## src/rtl/trig_cfg_pkg.sv

```systemverilog
// Shared definitions for the trigger configuration writer: opcodes, FSM encoding
// and the field layout of the per-channel command nibble.
package trig_cfg_pkg;

  localparam logic [7:0] OP_LOAD   = 8'hA0;
  localparam logic [7:0] OP_CLEAR  = 8'hA1;
  localparam logic [7:0] OP_ARM    = 8'hA2;
  localparam logic [7:0] OP_DISARM = 8'hA3;

  // wCMD = {En, Mode, Lvl[1:0]}
  localparam int EN_BIT   = 3;
  localparam int MODE_BIT = 2;
  localparam int LVL_HI   = 1;
  localparam int LVL_LO   = 0;

  typedef enum logic [2:0] {
    ST_IDLE,
    ST_LOAD_RX,
    ST_WR_LO,
    ST_WR_HI,
    ST_CLR
  } state_e;

endpackage

```

## src/rtl/trig_cfg_writer.sv

```systemverilog
// Decodes host command bytes and writes per-channel trigger commands two nibbles
// per data byte over a shared wCMD bus with one-hot wEN strobes.
module trig_cfg_writer
  import trig_cfg_pkg::*;
#(
  parameter int NCH     = 8,
  parameter int TIMEOUT = 65535
) (
  input  logic           CLK,
  input  logic           RST,
  input  logic [7:0]     RxData,
  input  logic           RxValid,
  output logic           RxReady,
  output logic [3:0]     wCMD,
  output logic [NCH-1:0] wEN,
  output logic           SetInit,
  output logic           EN,
  output logic           Busy,
  output logic           Err
);

  localparam int KW = (NCH / 2 > 1) ? $clog2(NCH / 2) : 1;

  state_e           state_q;
  logic [KW-1:0]    k_q;
  logic [15:0]      tmo_q;
  logic [3:0]       hi_q;
  logic             rdy_q, busy_q, en_q, err_q, setinit_q;
  logic [3:0]       wcmd_q;
  logic [NCH-1:0]   wen_q;

  logic acc;
  assign acc = RxValid & rdy_q;

  // Outputs are computed for the state being entered, so each one is a flop.
  always_ff @(posedge CLK) begin
    if (RST) begin
      state_q   <= ST_IDLE;
      k_q       <= '0;
      tmo_q     <= '0;
      hi_q      <= '0;
      rdy_q     <= 1'b0;
      busy_q    <= 1'b0;
      en_q      <= 1'b0;
      err_q     <= 1'b0;
      setinit_q <= 1'b0;
      wcmd_q    <= '0;
      wen_q     <= '0;
    end else begin
      wen_q     <= '0;
      wcmd_q    <= '0;
      setinit_q <= 1'b0;
      err_q     <= 1'b0;
      case (state_q)
        ST_IDLE: begin
          rdy_q  <= 1'b1;
          busy_q <= 1'b0;
          if (acc) begin
            case (RxData)
              OP_LOAD: begin
                state_q <= ST_LOAD_RX;
                en_q    <= 1'b0;
                k_q     <= '0;
                tmo_q   <= '0;
                busy_q  <= 1'b1;
              end
              OP_CLEAR: begin
                state_q   <= ST_CLR;
                en_q      <= 1'b0;
                busy_q    <= 1'b1;
                rdy_q     <= 1'b0;
                setinit_q <= 1'b1;
              end
              OP_ARM:    en_q  <= 1'b1;
              OP_DISARM: en_q  <= 1'b0;
              default:   err_q <= 1'b1;
            endcase
          end
        end
        ST_LOAD_RX: begin
          if (acc) begin
            state_q <= ST_WR_LO;
            hi_q    <= RxData[7:4];
            rdy_q   <= 1'b0;
            wcmd_q  <= RxData[3:0];
            wen_q   <= NCH'(1) << {k_q, 1'b0};
          end else if (tmo_q == 16'(TIMEOUT - 1)) begin
            // Abandon the load; channels already written keep their commands.
            state_q <= ST_IDLE;
            tmo_q   <= 16'(TIMEOUT);
            busy_q  <= 1'b0;
            err_q   <= 1'b1;
          end else begin
            tmo_q <= tmo_q + 16'd1;
          end
        end
        ST_WR_LO: begin
          state_q <= ST_WR_HI;
          wcmd_q  <= hi_q;
          wen_q   <= NCH'(2) << {k_q, 1'b0};
        end
        ST_WR_HI: begin
          rdy_q <= 1'b1;
          if (k_q == KW'(NCH / 2 - 1)) begin
            state_q <= ST_IDLE;
            busy_q  <= 1'b0;
          end else begin
            state_q <= ST_LOAD_RX;
            k_q     <= k_q + KW'(1);
            tmo_q   <= '0;
          end
        end
        ST_CLR: begin
          state_q <= ST_IDLE;
          rdy_q   <= 1'b1;
          busy_q  <= 1'b0;
        end
        default: begin
          state_q <= ST_IDLE;
          rdy_q   <= 1'b1;
          busy_q  <= 1'b0;
        end
      endcase
    end
  end

  assign RxReady = rdy_q;
  assign wCMD    = wcmd_q;
  assign wEN     = wen_q;
  assign SetInit = setinit_q;
  assign EN      = en_q;
  assign Busy    = busy_q;
  assign Err     = err_q;

endmodule

```

## config.mk

```make
export PLATFORM = sky130hd
export DESIGN_NAME = trig_cfg_writer
export DESIGN_NICKNAME = d
export VERILOG_FILES = /design/src/rtl/trig_cfg_pkg.sv /design/src/rtl/trig_cfg_writer.sv
export SDC_FILE = /design/constraint.sdc
export NUM_CORES = 1
export LEC_CHECK = 0
export BUFFER_PORTS_ARGS = -buffer_cell sky130_fd_sc_hd__buf_4
export CAP_MARGIN = 20
export CORE_MARGIN = 2
export CORE_UTILIZATION = 50
export CTS_CLUSTER_DIAMETER = 120
export DETAILED_ROUTE_END_ITERATION = 16
export PLACE_DENSITY = 0.79
export REMOVE_ABC_BUFFERS = 1
export SYNTH_ARGS = -nofsm -noshare
export SYNTH_HDL_FRONTEND = slang
export SYNTH_SLANG_ARGS = --single-unit
```

## constraint.sdc

```tcl
create_clock -name CLK -period 2.3 [get_ports CLK]
set_clock_uncertainty 0.1 [all_clocks]
set_input_delay 0.345 -clock CLK [delete_from_list [all_inputs] [get_ports CLK]]
set_output_delay 0.345 -clock CLK [all_outputs]
set_load 0.01 [all_outputs]
```

; Yosys cells after proc, flatten, opt, wreduce, memory -nomap -nowiden
; Index checks and enable logic that the tools add are counted.
; W data, S select, Z words.
[totals]
reg_bits = 42
in_bits = 11
out_inout_bits = 17
wordCells = 89
[op_classes]
n_addsub = 2
n_eq_ne = 18
shift = 2
n_mux = 37
n_bitwise = 4
n_reduce_logical = 15
[ops]
columns = cell, count
row1 = $mux W16, 5
row2 = $pmux W16 S3, 1
row3 = $eq A8 B8 Y1 const B, 4
row4 = $add A16 B1 Y16 const B, 1
row5 = $eq A16 B16 Y1 const B, 1
row6 = $pmux W8 S2, 1
row7 = $mux W1, 14
row8 = $ne A2 B2 Y1 const B, 6
row9 = $pmux W3 S4, 1
row10 = $mux W3, 3
row11 = $mux W8, 1
row12 = $pmux W4 S2, 1
row13 = $reduce_and A4 Y1, 2
row14 = $shl A1 B3 Y8 const A, 1
row15 = $shl A2 B3 Y8 const A, 1
row16 = $eq A3 B2 Y1 const B, 2
row17 = $mux W2, 3
row18 = $pmux W3 S2, 1
row19 = $reduce_and A3 Y1, 2
row20 = $reduce_or A3 Y1, 2
row21 = $reduce_and A5 Y1, 1
row22 = $mux W4, 1
row23 = $pmux W1 S2, 2
row24 = $pmux W1 S4, 1
row25 = other kinds (16), 20

; Depth between registers and ports, before layout
; Gate-level depths: netlist (run 1).
[logic_depth]
depth_word = 5
depth_mapped = 7
ltp_nobuf = 6

; Worst setup path before layout (run 1)
; OpenSTA, ideal clock, no wires.
[synth_path]
path_kind = register to register
startpoint = register tmo_q[1]
endpoint = register tmo_q[12]
setup_time_ns = 0.121
arrival_ns = 1.516
slack_ns = 0.563
path_stages_with_launch = 6
synth_period_minus_slack_ns = 1.737
cell_sequence = dfxtp_1 > ha_1 > inv_1 > or4_4 > a221oi_2 > o2bb2ai_1
[synth_via]
elab_chain_cells = 4
word_cells_on_any_way = 5
[synth_rtl]
columns = element, line
row1 = from (decl), trig_cfg_writer.sv:26  ; logic [15:0] tmo_q;
row2 = from (signal assigned), trig_cfg_writer.sv:90  ; tmo_q <= 16'(TIMEOUT);
row3 = from (signal assigned), trig_cfg_writer.sv:94  ; tmo_q <= tmo_q + 16'd1;
row4 = $add A16 B1 Y16 or $eq A16 B16 Y1 (tied branches), "trig_cfg_writer.sv:94, trig_cfg_writer.sv:87"
row5 = $mux W16 *, trig_cfg_writer.sv:87  ; end else if (tmo_q == 16'(TIMEOUT - 1)) begin
row6 = $mux W16 *, trig_cfg_writer.sv:81  ; if (acc) begin
row7 = $pmux W16 S3 *, trig_cfg_writer.sv:54  ; case (state_q)
; Every way passes the cells marked *; elsewhere a longest branch is shown, timed or not. The select of a mux whose other input is x is not followed.
; A chain may end at the register's enable or synchronous reset.

; Worst setup path in the final report (run 1)
; Same ends and word-level chain as after synthesis.

==> impl_metrics.json, run 1 <==
{
  "fin_crit_ns": 1.970,
  "crit_family": "simple AND/OR/NAND/NOR gates",
  "overflow": 0,
  "peakVddDrop_v": 0.0003893,
  "num_vias": 1946,
  "slew_viol_final": 0,
  "powerDensity_nw_per_um2": 630.4,
  "synth_edf_count": 0,
  "synth-seq-cells": 42,
  "die_h_um": 69.21,
  "hold_path.class": "in -> reg",
  "grt_pass1_vias": 1778,
  "cp-start-kind": "flop",
  "die_w_um": 69.21,
  "io_pins": 28,
  "via_per_inst": 5.988,
  "fillCellCount": 355,
  "power.leakage_uw": 0.0009672,
  "antenna_found_initial": 0,
  "post_cts_buffers": 0,
  "yosys-top-cells-area": "dfxtp_1, ha_1, o21ai_0",
  "drt_iter0_markers": 124,
  "cts_tree": "done",
  "status": "finished, final reports clean",
  "synth.top_cell.area_share_pct": 39.55,
  "synth.avg_cell_area_um2": 8.641,
  "cts_resized": 0,
  "synthFlopType": "dfxtp_1",
  "max_cap_viol_count": 0,
  "rows": 23,
  "r2r-start": "tmo_q[1]$_SDFFE_PP0P_",
  "portBuffers": 27,
  "seq_area_frac_synth_pct": 39.55,
  "grt_use_total_pct": 21.03,
  "fin_tns_setup_ns": 0,
  "wl_mm": 4.784,
  "antenna-diode-count": 0,
  "cts_hold_buf": 0,
  "clk_latency_ns": 0.30,
  "core_um2": 4058,
  "crit_slowest_cell": "or4_4",
  "synth_cells": 246,
  "worst_slew_pin_slew_ns": 0.5771,
  "seq_area_um2": 840.8,
  "synthMostInstantiatedCell": "dfxtp_1",
  "fin_nets": 291,
  "drc_errors": 0,
  "setup_viol": 0,
  "netlist_top_cells_count": "dfxtp_1, nand2_1, nor2_1, o21ai_0, inv_1",
  "crit_fanout": 8,
  "wl_per_cell_um": 14.72,
  "drtAntennaViolNets": 0,
  "start_util_pct": 52.39,
  "yosysUniqueCellTypes": 53,
  "cts.path.max_buffers": 2,
  "synthArstFlopShare_pct": 0,
  "critPathLaunch": "tmo_q[1]$_SDFFE_PP0P_",
  "ctsRootBufferMaster": "clkbuf_8",
  "cp.required_ns": 2.39,
  "cp_num_buf_inv": 1,
  "clock_sinks": 42,
  "hold_ws_ns": 0.1854,
  "crit_arrival_ns": 2.06,
  "finalCritPeriodShare_pct": 85.65,
  "dp_hpwl_mm": 3.310,
  "drive_gt1_share_pct": 17.45,
  "grt_pass1_wl_mm": 8.238,
  "syn_to_final_growth_pct": 17.13,
  "fmax_mhz": 507.6,
  "cts_buffers": 5,
  "crit_chain": "ha_1 -> inv_1 -> or4_4 -> a221oi_2 -> o2bb2ai_1",
  "h-tree-depth": 2,
  "slowest_delay_ns": 0.57,
  "min-delay-start": "RxData[5]",
  "max_slew_margin_pct": 61.26,
  "place_congestion": 0.8718,
  "critPathKind": "reg -> reg",
  "path_clk_slew_ns": 0.08,
  "yosys.area.top_type": "dfxtp_1",
  "multi_input_area_um2": 1187,
  "rsz0062_at_grt": "false",
  "grt_max_degree": 20,
  "synth_warnings": 0,
  "worstSetupEndpointType": "flop",
  "syn_area_um2": 2126,
  "firstDrtPassIters": 4,
  "dieArea_um2": 4789,
  "hold_viol": 0
}
[cells by family after synthesis]
| logic type | Yosys count | synth area share (%) |
|---|---|---|
| AO/OA/AOI/OAI | 64 | 21.37 |
| flip-flops | 42 | 39.55 |
| adder cells (fa/ha/maj) | 6 | 3.531 |
| AND/OR/NAND/NOR | 106 | 29.14 |
| XOR/XNOR | 1 | 0.4121 |
| buffers and inverters | 24 | 4.591 |
| multiplexers | 3 | 1.413 |
[power breakdown]
group	switching [uW]	internal, uW	leakage [uW]
sequential	32.0	744	0.000339
clock	263	324	0.0000514
combinational	121	85.9	0.000577
[through the flow]
| step | area, um2 | instances | setup WS, ns | utilization [%] | power, uW |
|---|---|---|---|---|---|
| 6_report | 2490 | 325 | 0.3300 | 61.36 | 1570 |
| 5_1_grt | 2490 | 325 | 0.1251 | 61.36 | 1635 |
| 4_1_cts | 2490 | 325 | 0.3629 | 61.36 | 1574 |
| 3_5_place_dp | 2380 | 317 | 0.2854 | 58.65 | 994.0 |
| 3_3_place_gp | 2380 | 317 | 0.3134 | 58.65 | 992.3 |
| 2_1_floorplan | 2077 | 235 | 0.4152 | - | 914.5 |
[state kept, by name (all words and copies together), names as in the netlist]
register	cells
tmo_q	16
wEN	8
state_q	3
Err	1
Busy	1
hi_q	4
RxReady	1
SetInit	1
k_q	2
EN	1
wCMD	4
[path summary, 6_finish.rpt]
check        cells after the start                      to  slack [ns]
max                              5  tmo_q[12]$_SDFFE_PP0P_        0.33
min                              3    hi_q[1]$_SDFFE_PP0P_        0.19
max reg2reg                      5  tmo_q[12]$_SDFFE_PP0P_        0.33
min reg2reg                      2    hi_q[0]$_SDFFE_PP0P_        0.36
[placed cells by master, fill, tap and decap left out, types with 2 or more instances in the layout]
| cell | Yosys | routed |
|---|---|---|
| or4_4 | 2 | 2 |
| inv_1 | 13 | 13 |
| o21ai_0 | 14 | 14 |
| ha_1 | 6 | 6 |
| o211a_1 | 2 | 2 |
| nor3_1 | 8 | 8 |
| dfxtp_1 | 42 | 42 |
| nand3b_1 | 4 | 4 |
| nand2b_1 | 6 | 6 |
| nor3b_1 | 3 | 3 |
| a211o_1 | 3 | 3 |
| a21o_1 | 4 | 4 |
| and3_1 | 6 | 6 |
| a211oi_1 | 2 | 2 |
| mux2i_1 | 3 | 3 |
| nor4_1 | 9 | 9 |
| or3_1 | 3 | 3 |
| and2_1 | 2 | 2 |
| nor2_1 | 17 | 17 |
| clkbuf_8 | 0 | 5 |
| nor2b_1 | 3 | 3 |
| nand3_1 | 11 | 11 |
| a22oi_1 | 4 | 4 |
| nand2_1 | 17 | 17 |
| buf_4 | 0 | 32 |
| a21oi_1 | 9 | 9 |
| a221o_1 | 4 | 4 |
| o211ai_1 | 5 | 5 |
| a31oi_1 | 3 | 3 |
| nand4_1 | 8 | 8 |
[worst min-delay path: cells and delay by family]
family	cells	cell delay (ns)
AO/OA/AOI/OAI	1	0.05
buffers and inverters	1	0.11
AND/OR/NAND/NOR	1	0.05
[per-layer routing]
metal / GRT usage (%) / up-vias / wire (um)
li1: - / 979 / -
met1: 29.89 / 910 / 2319
met2: 29.81 / 49 / 2093
met3: 5.669 / 8 / 290
met4: 9.150 / 0 / 80
met5: 0 / - / 0
[cell type report]
cell class	instances	share of cell area (%)
Clock buffer	6	2.915
Timing Repair Buffer	32	9.648
Tap cell	50	2.513
Inverter	13	1.960
Sequential cell	42	33.77
Multi-Input combinational cell	180	47.69
Clock inverter	2	1.508
Power figures use the tool's default switching activity.
==> run 2, diff against run 1 <==
--- a/config.mk
+++ b/config.mk
@@ -7,11 +7,13 @@
 export LEC_CHECK = 0
 export BUFFER_PORTS_ARGS = -buffer_cell sky130_fd_sc_hd__buf_4
 export CAP_MARGIN = 20
+export CELL_PAD_IN_SITES_DETAIL_PLACEMENT = 0
+export CELL_PAD_IN_SITES_GLOBAL_PLACEMENT = 2
 export CORE_MARGIN = 2
-export CORE_UTILIZATION = 50
+export CORE_UTILIZATION = 34
 export CTS_CLUSTER_DIAMETER = 120
 export DETAILED_ROUTE_END_ITERATION = 16
-export PLACE_DENSITY = 0.79
+export PLACE_DENSITY = 0.86
 export REMOVE_ABC_BUFFERS = 1
 export SYNTH_ARGS = -nofsm -noshare
 export SYNTH_HDL_FRONTEND = slang
==> run 2 against run 1 <==
- wire length up 7.6%
- hold slack gained 0.0082 ns
- utilization is 19 points lower
- highest routed layer unchanged
- power decreased by 4.8%
- flip-flop and latch count did not move
- final area increased by 1.9%
- via count rose by 0.41%
- critical endpoint is now tmo_q[7]$_SDFFE_PP0P_
==> impl_metrics.json, run 2 (synthesized netlist as in run 1, its figures left out) <==
{
  "status": "finished, final reports clean",
  "r2r-start": "state_q[0]$_SDFFE_PP0P_",
  "core_um2": 5991,
  "place_congestion": 0.8178,
  "overflow": 0,
  "antenna_found_initial": 0,
  "clock_sinks": 42,
  "max_cap_viol_count": 0,
  "firstDrtPassIters": 4,
  "cp_num_buf_inv": 2,
  "crit_chain": "buf_4 -> nor3b_2 -> and2_1 -> buf_4 -> o311ai_0 -> o211ai_1",
  "top_register": "tmo_q",
  "wl_mm": 5.149,
  "syn_to_final_growth_pct": 19.31,
  "wl_per_cell_um": 14.55,
  "max_slew_margin_pct": 63.79,
  "cp-endpoint": "tmo_q[7]$_SDFFE_PP0P_",
  "drt_iter0_markers": 139,
  "fin_crit_ns": 2.011,
  "dp_hpwl_mm": 3.691,
  "drc_errors": 0,
  "cts_buffers": 5,
  "hold_viol": 0,
  "dieArea_um2": 6901,
  "fin_nets": 295,
  "post_cts_buffers": 0,
  "path_clk_slew_ns": 0.08,
  "finalCritPeriodShare_pct": 87.44,
  "ctsRootBufferMaster": "clkbuf_8",
  "crit_arrival_ns": 2.13,
  "final_common_cell": "dfxtp_1",
  "stdcell_count": 354,
  "num_vias": 1954,
  "power.leakage_uw": 0.0009829,
  "grt_pass1_vias": 1774,
  "largest_reg_flops": 16,
  "worst_slew_pin_slew_ns": 0.5432,
  "fmax_mhz": 497.3,
  "start_util_pct": 35.48,
  "cts.path.max_buffers": 2,
  "powerDensity_nw_per_um2": 588.9,
  "cp.required_ns": 2.42,
  "fin_tns_setup_ns": 0,
  "die_w_um": 83.07,
  "placed_cells": 346,
  "cp-start-kind": "flop",
  "cp.depth": 6,
  "r2r_slack_ns": 0.29,
  "cts_hold_buf": 0,
  "r2r-end": "tmo_q[7]$_SDFFE_PP0P_",
  "portBuffers": 27,
  "h-tree-depth": 2,
  "crit_family": "flip-flops",
  "crit_slowest_cell": "dfxtp_1",
  "peakVddDrop_v": 0.0002446,
  "via_per_inst": 5.520,
  "critPathKind": "reg -> reg",
  "cts_resized": 0,
  "hold_ws_ns": 0.1936,
  "power_uw": 1494,
  "drive_gt1_share_pct": 19.00,
  "critPathLaunch": "state_q[0]$_SDFFE_PP0P_",
  "grt_max_degree": 26,
  "hold_path.class": "in -> reg",
  "most-common-layout-cells": "dfxtp_1, buf_4, nand2_1, nor2_1, o21ai_0",
  "clk_latency_ns": 0.29,
  "grt_pass1_wl_mm": 8.756,
  "die_h_um": 83.07,
  "finalCoreUtilization_pct": 42.34,
  "cts_tree": "done",
  "setup_viol": 0,
  "crit_fanout": 25,
  "rows": 28,
  "drtAntennaViolNets": 0,
  "slew_viol_final": 0,
  "io_pins": 28,
  "r2r_cells": 6,
  "antenna-diode-count": 0,
  "slowest_delay_ns": 0.56,
  "fillCellCount": 603,
  "grt_use_total_pct": 15.23,
  "worstSetupEndpointType": "flop",
  "rsz0062_at_grt": "false",
  "cp_common_cell": "buf_4"
}
[run 2: metrics by stage]
stage	area, um2	setup WS [ns]
CTS	2536	0.2871
finish	2536	0.2889
detailed placement	2441	0.2779
global route	2536	0.06334
global placement	2441	0.2805
floorplan	2077	0.4152
[run 2: worst min-delay path, stage by stage]
cell and delay [ns]:
buf_4 0.11, nand2_1 0.05, a21oi_1 0.05
[run 2: worst min path at each step]
stage	end	slack, ns	cells after the start	from
after floorplan	Busy$_SDFFE_PP0P_	0.31	1	RST
after CTS	hi_q[3]$_SDFFE_PP0P_	0.19	3	RxData[7]
final	hi_q[2]$_SDFFE_PP0P_	0.19	3	RxData[6]
after global routing	hi_q[1]$_SDFFE_PP0P_	0.18	3	RxData[5]
after global placement	hi_q[0]$_SDFFE_PP0P_	0.34	2	hi_q[0]$_SDFFE_PP0P_
after detailed placement	hi_q[3]$_SDFFE_PP0P_	0.35	2	hi_q[3]$_SDFFE_PP0P_
[run 2: power by group]
group | switching (uW) | internal [uW] | total (uW) | leakage [uW]
combinational | 127 | 88.3 | 216 | 0.000597
clock | 262 | 241 | 504 | 0.0000472
sequential | 30.2 | 744 | 774 | 0.000339
total | 420 | 1070 | 1490 | 0.000983
[run 2: final cells by class]
cell class              instances  area [um2]  share of cell area (%)
repair buffers                 36       270.3                   10.66
clock buffers                   6       82.58                   3.256
clock inverters                 2       12.51                  0.4933
flip-flops and latches         42       840.8                   33.15
multi-input cells             180        1187                   46.82
well taps                      75       93.84                   3.700
inverters                      13       48.80                   1.924
[run 2: per-layer routing]
layer / vias to the layer above / GRT usage, % / share of wire, %
met5: - / 0 / 0
met1: 909 / 23.59 / 50
li1: 992 / - / -
met4: 0 / 4.024 / 1.0
met3: 5 / 3.181 / 5.8
met2: 48 / 21.11 / 43
==> run 3, diff against run 2 <==
--- a/config.mk
+++ b/config.mk
@@ -9,7 +9,7 @@
 export CAP_MARGIN = 20
 export CELL_PAD_IN_SITES_DETAIL_PLACEMENT = 0
 export CELL_PAD_IN_SITES_GLOBAL_PLACEMENT = 2
-export CORE_MARGIN = 2
+export CORE_MARGIN = 5
 export CORE_UTILIZATION = 34
 export CTS_CLUSTER_DIAMETER = 120
 export DETAILED_ROUTE_END_ITERATION = 16
==> run 3 against run 2 <==
- wire length increased by 3.6%
- worst setup slack is essentially flat
- combinational power about the same
- die area is 15% higher
- largest power group unchanged
- flip-flop and latch count stayed put
- maximum frequency about the same
- hold slack better by 0.0059 ns
- critical path depth unchanged
- via count is 0.51% higher
- power increased by 6.5%
- clock power is 20% higher
- first-iteration DRC count is 19% higher
==> impl_metrics.json, run 3 (synthesized netlist as in run 1, its figures left out) <==
{
  "rows": 28,
  "clk_latency_ns": 0.30,
  "firstDrtPassIters": 4,
  "drtAntennaViolNets": 0,
  "clockPowerShare_pct": 38.0,
  "antenna_found_initial": 0,
  "post_cts_buffers": 0,
  "overflow": 0,
  "r2r-start": "state_q[0]$_SDFFE_PP0P_",
  "placed_cells": 348,
  "num_vias": 1964,
  "top_register": "tmo_q",
  "critPathKind": "reg -> reg",
  "finalCritPeriodShare_pct": 87.42,
  "wl_per_cell_um": 14.98,
  "switching_share_pct": 27.35,
  "cts_tree": "done",
  "setup_viol": 0,
  "status": "finished, final reports clean",
  "r2r-end": "tmo_q[7]$_SDFFE_PP0P_",
  "drt_iter0_markers": 165,
  "rsz0062_at_grt": "false",
  "r2r_cells": 6,
  "drc_errors": 0,
  "crit_slowest_cell": "dfxtp_1",
  "p_int_uw": 1156,
  "finalWorstSetupSlack_ns": 0.2894,
  "p_comb_share_pct": 13.4,
  "min_to": "hi_q[1]$_SDFFE_PP0P_",
  "cts.path.max_buffers": 2,
  "ctsRootBufferMaster": "clkbuf_8",
  "grt_pass1_vias": 1859,
  "portBuffers": 27,
  "hold_path.class": "in -> reg",
  "slew_viol_final": 0,
  "place_congestion": 0.7732,
  "dpl-instance-area_um2": 2456,
  "cts_hold_buf": 0,
  "final_common_cell": "dfxtp_1",
  "dp_hpwl_mm": 3.870,
  "dieArea_um2": 7933,
  "stdcell_count": 356,
  "crit_arrival_ns": 2.15,
  "path_clk_slew_ns": 0.09,
  "grt_max_degree": 26,
  "via_per_inst": 5.517,
  "fmax_mhz": 497.4,
  "powerDensity_nw_per_um2": 619.2,
  "grt_use_total_pct": 14.52,
  "slowest_delay_ns": 0.56,
  "post-place-ws_ns": 0.2968,
  "p_sw_uw": 435.3,
  "seqPwrFrac_pct": 48.6,
  "cp-start-kind": "flop",
  "r2r_slack_ns": 0.29,
  "drive_gt1_share_pct": 19.57,
  "wl_mm": 5.332,
  "fin_nets": 297,
  "worst_slew_pin_slew_ns": 0.5404,
  "power_uw": 1591,
  "fin_crit_ns": 2.011,
  "max_cap_viol_count": 0,
  "die_h_um": 89.07,
  "largest_reg_flops": 16,
  "max_slew_margin_pct": 63.97,
  "io_pins": 28,
  "peakVddDrop_v": 0.0002604,
  "final_design_area_no_fill_um2": 2570,
  "cts_buffers": 5,
  "cp_common_cell": "buf_4",
  "crit_chain": "buf_4 -> nor3b_2 -> and2_1 -> buf_4 -> o311ai_0 -> o211ai_1",
  "core_um2": 5991,
  "cp.required_ns": 2.44,
  "clock_sinks": 42,
  "die_w_um": 89.07,
  "h-tree-depth": 2,
  "grt_pass1_wl_mm": 9.114,
  "hold_depth": 3,
  "cts_resized": 0,
  "power.leakage_uw": 0.0009970,
  "most-common-layout-cells": "dfxtp_1, buf_4, nand2_1, nor2_1, o21ai_0",
  "hold_viol": 0,
  "antenna-diode-count": 0,
  "crit_fanout": 25,
  "worstSetupEndpointType": "flop",
  "start_util_pct": 35.48,
  "min-delay-start": "RxData[5]",
  "syn_to_final_growth_pct": 20.89,
  "fin_tns_setup_ns": 0
}
-- run 3: metal layers --
metal	share of wire [%]	wire [um]	vias to the layer above	GRT usage, %
li1	-	-	992	-
met1	49	2636	921	20.79
met2	45	2407	45	22.20
met3	4.5	239	6	3.410
met4	0.90	48	0	3.248
met5	0	0	-	0
-- run 3: final cells by class --
class                   count  area, um2
well taps                  75      93.84
repair buffers             38      285.3
multi-input cells         180       1187
inverters                  13      48.80
clock buffers               5      68.82
clock inverters             3      45.04
flip-flops and latches     42      840.8
fillers                   610       3421
-- run 3: worst max path at each step --
stage                                       start  slack, ns                    end
after floorplan           state_q[0]$_SDFFE_PP0P_       0.42  tmo_q[7]$_SDFFE_PP0P_
after global placement                  RxData[1]       0.30  tmo_q[2]$_SDFFE_PP0P_
after detailed placement                RxData[1]       0.30  tmo_q[3]$_SDFFE_PP0P_
after CTS                 state_q[0]$_SDFFE_PP0P_       0.28  tmo_q[7]$_SDFFE_PP0P_
after global routing      state_q[0]$_SDFFE_PP0P_       0.13  tmo_q[7]$_SDFFE_PP0P_
final                     state_q[0]$_SDFFE_PP0P_       0.29  tmo_q[7]$_SDFFE_PP0P_
-- run 3: critical path, delay by kind of cell (launching register included) --
family	cells	cell delay (ns)
buf+inv	2	0.46
compound gates	2	0.30
simple gates	2	0.52
flops	1	0.56
-- run 3: through the flow --
| stage | hold slack (ns) | utilization [%] |
|---|---|---|
| final | 0.1995 | 42.90 |
| after global routing | 0.1972 | 42.90 |
| after global placement | 0.3444 | 41.00 |
| after floorplan | 0.3141 | - |
| after CTS | 0.1949 | 42.90 |
| after detailed placement | 0.3493 | 41.00 |
-- run 3: power by group through the flow --
stage                     combinational (uW)  clock, uW  sequential (uW)
final                                    213        605              774
after global routing                     235        654              777
after CTS                                214        623              774
after detailed placement                 214          0              791
after global placement                   212          0              791
after floorplan                          126          0              789
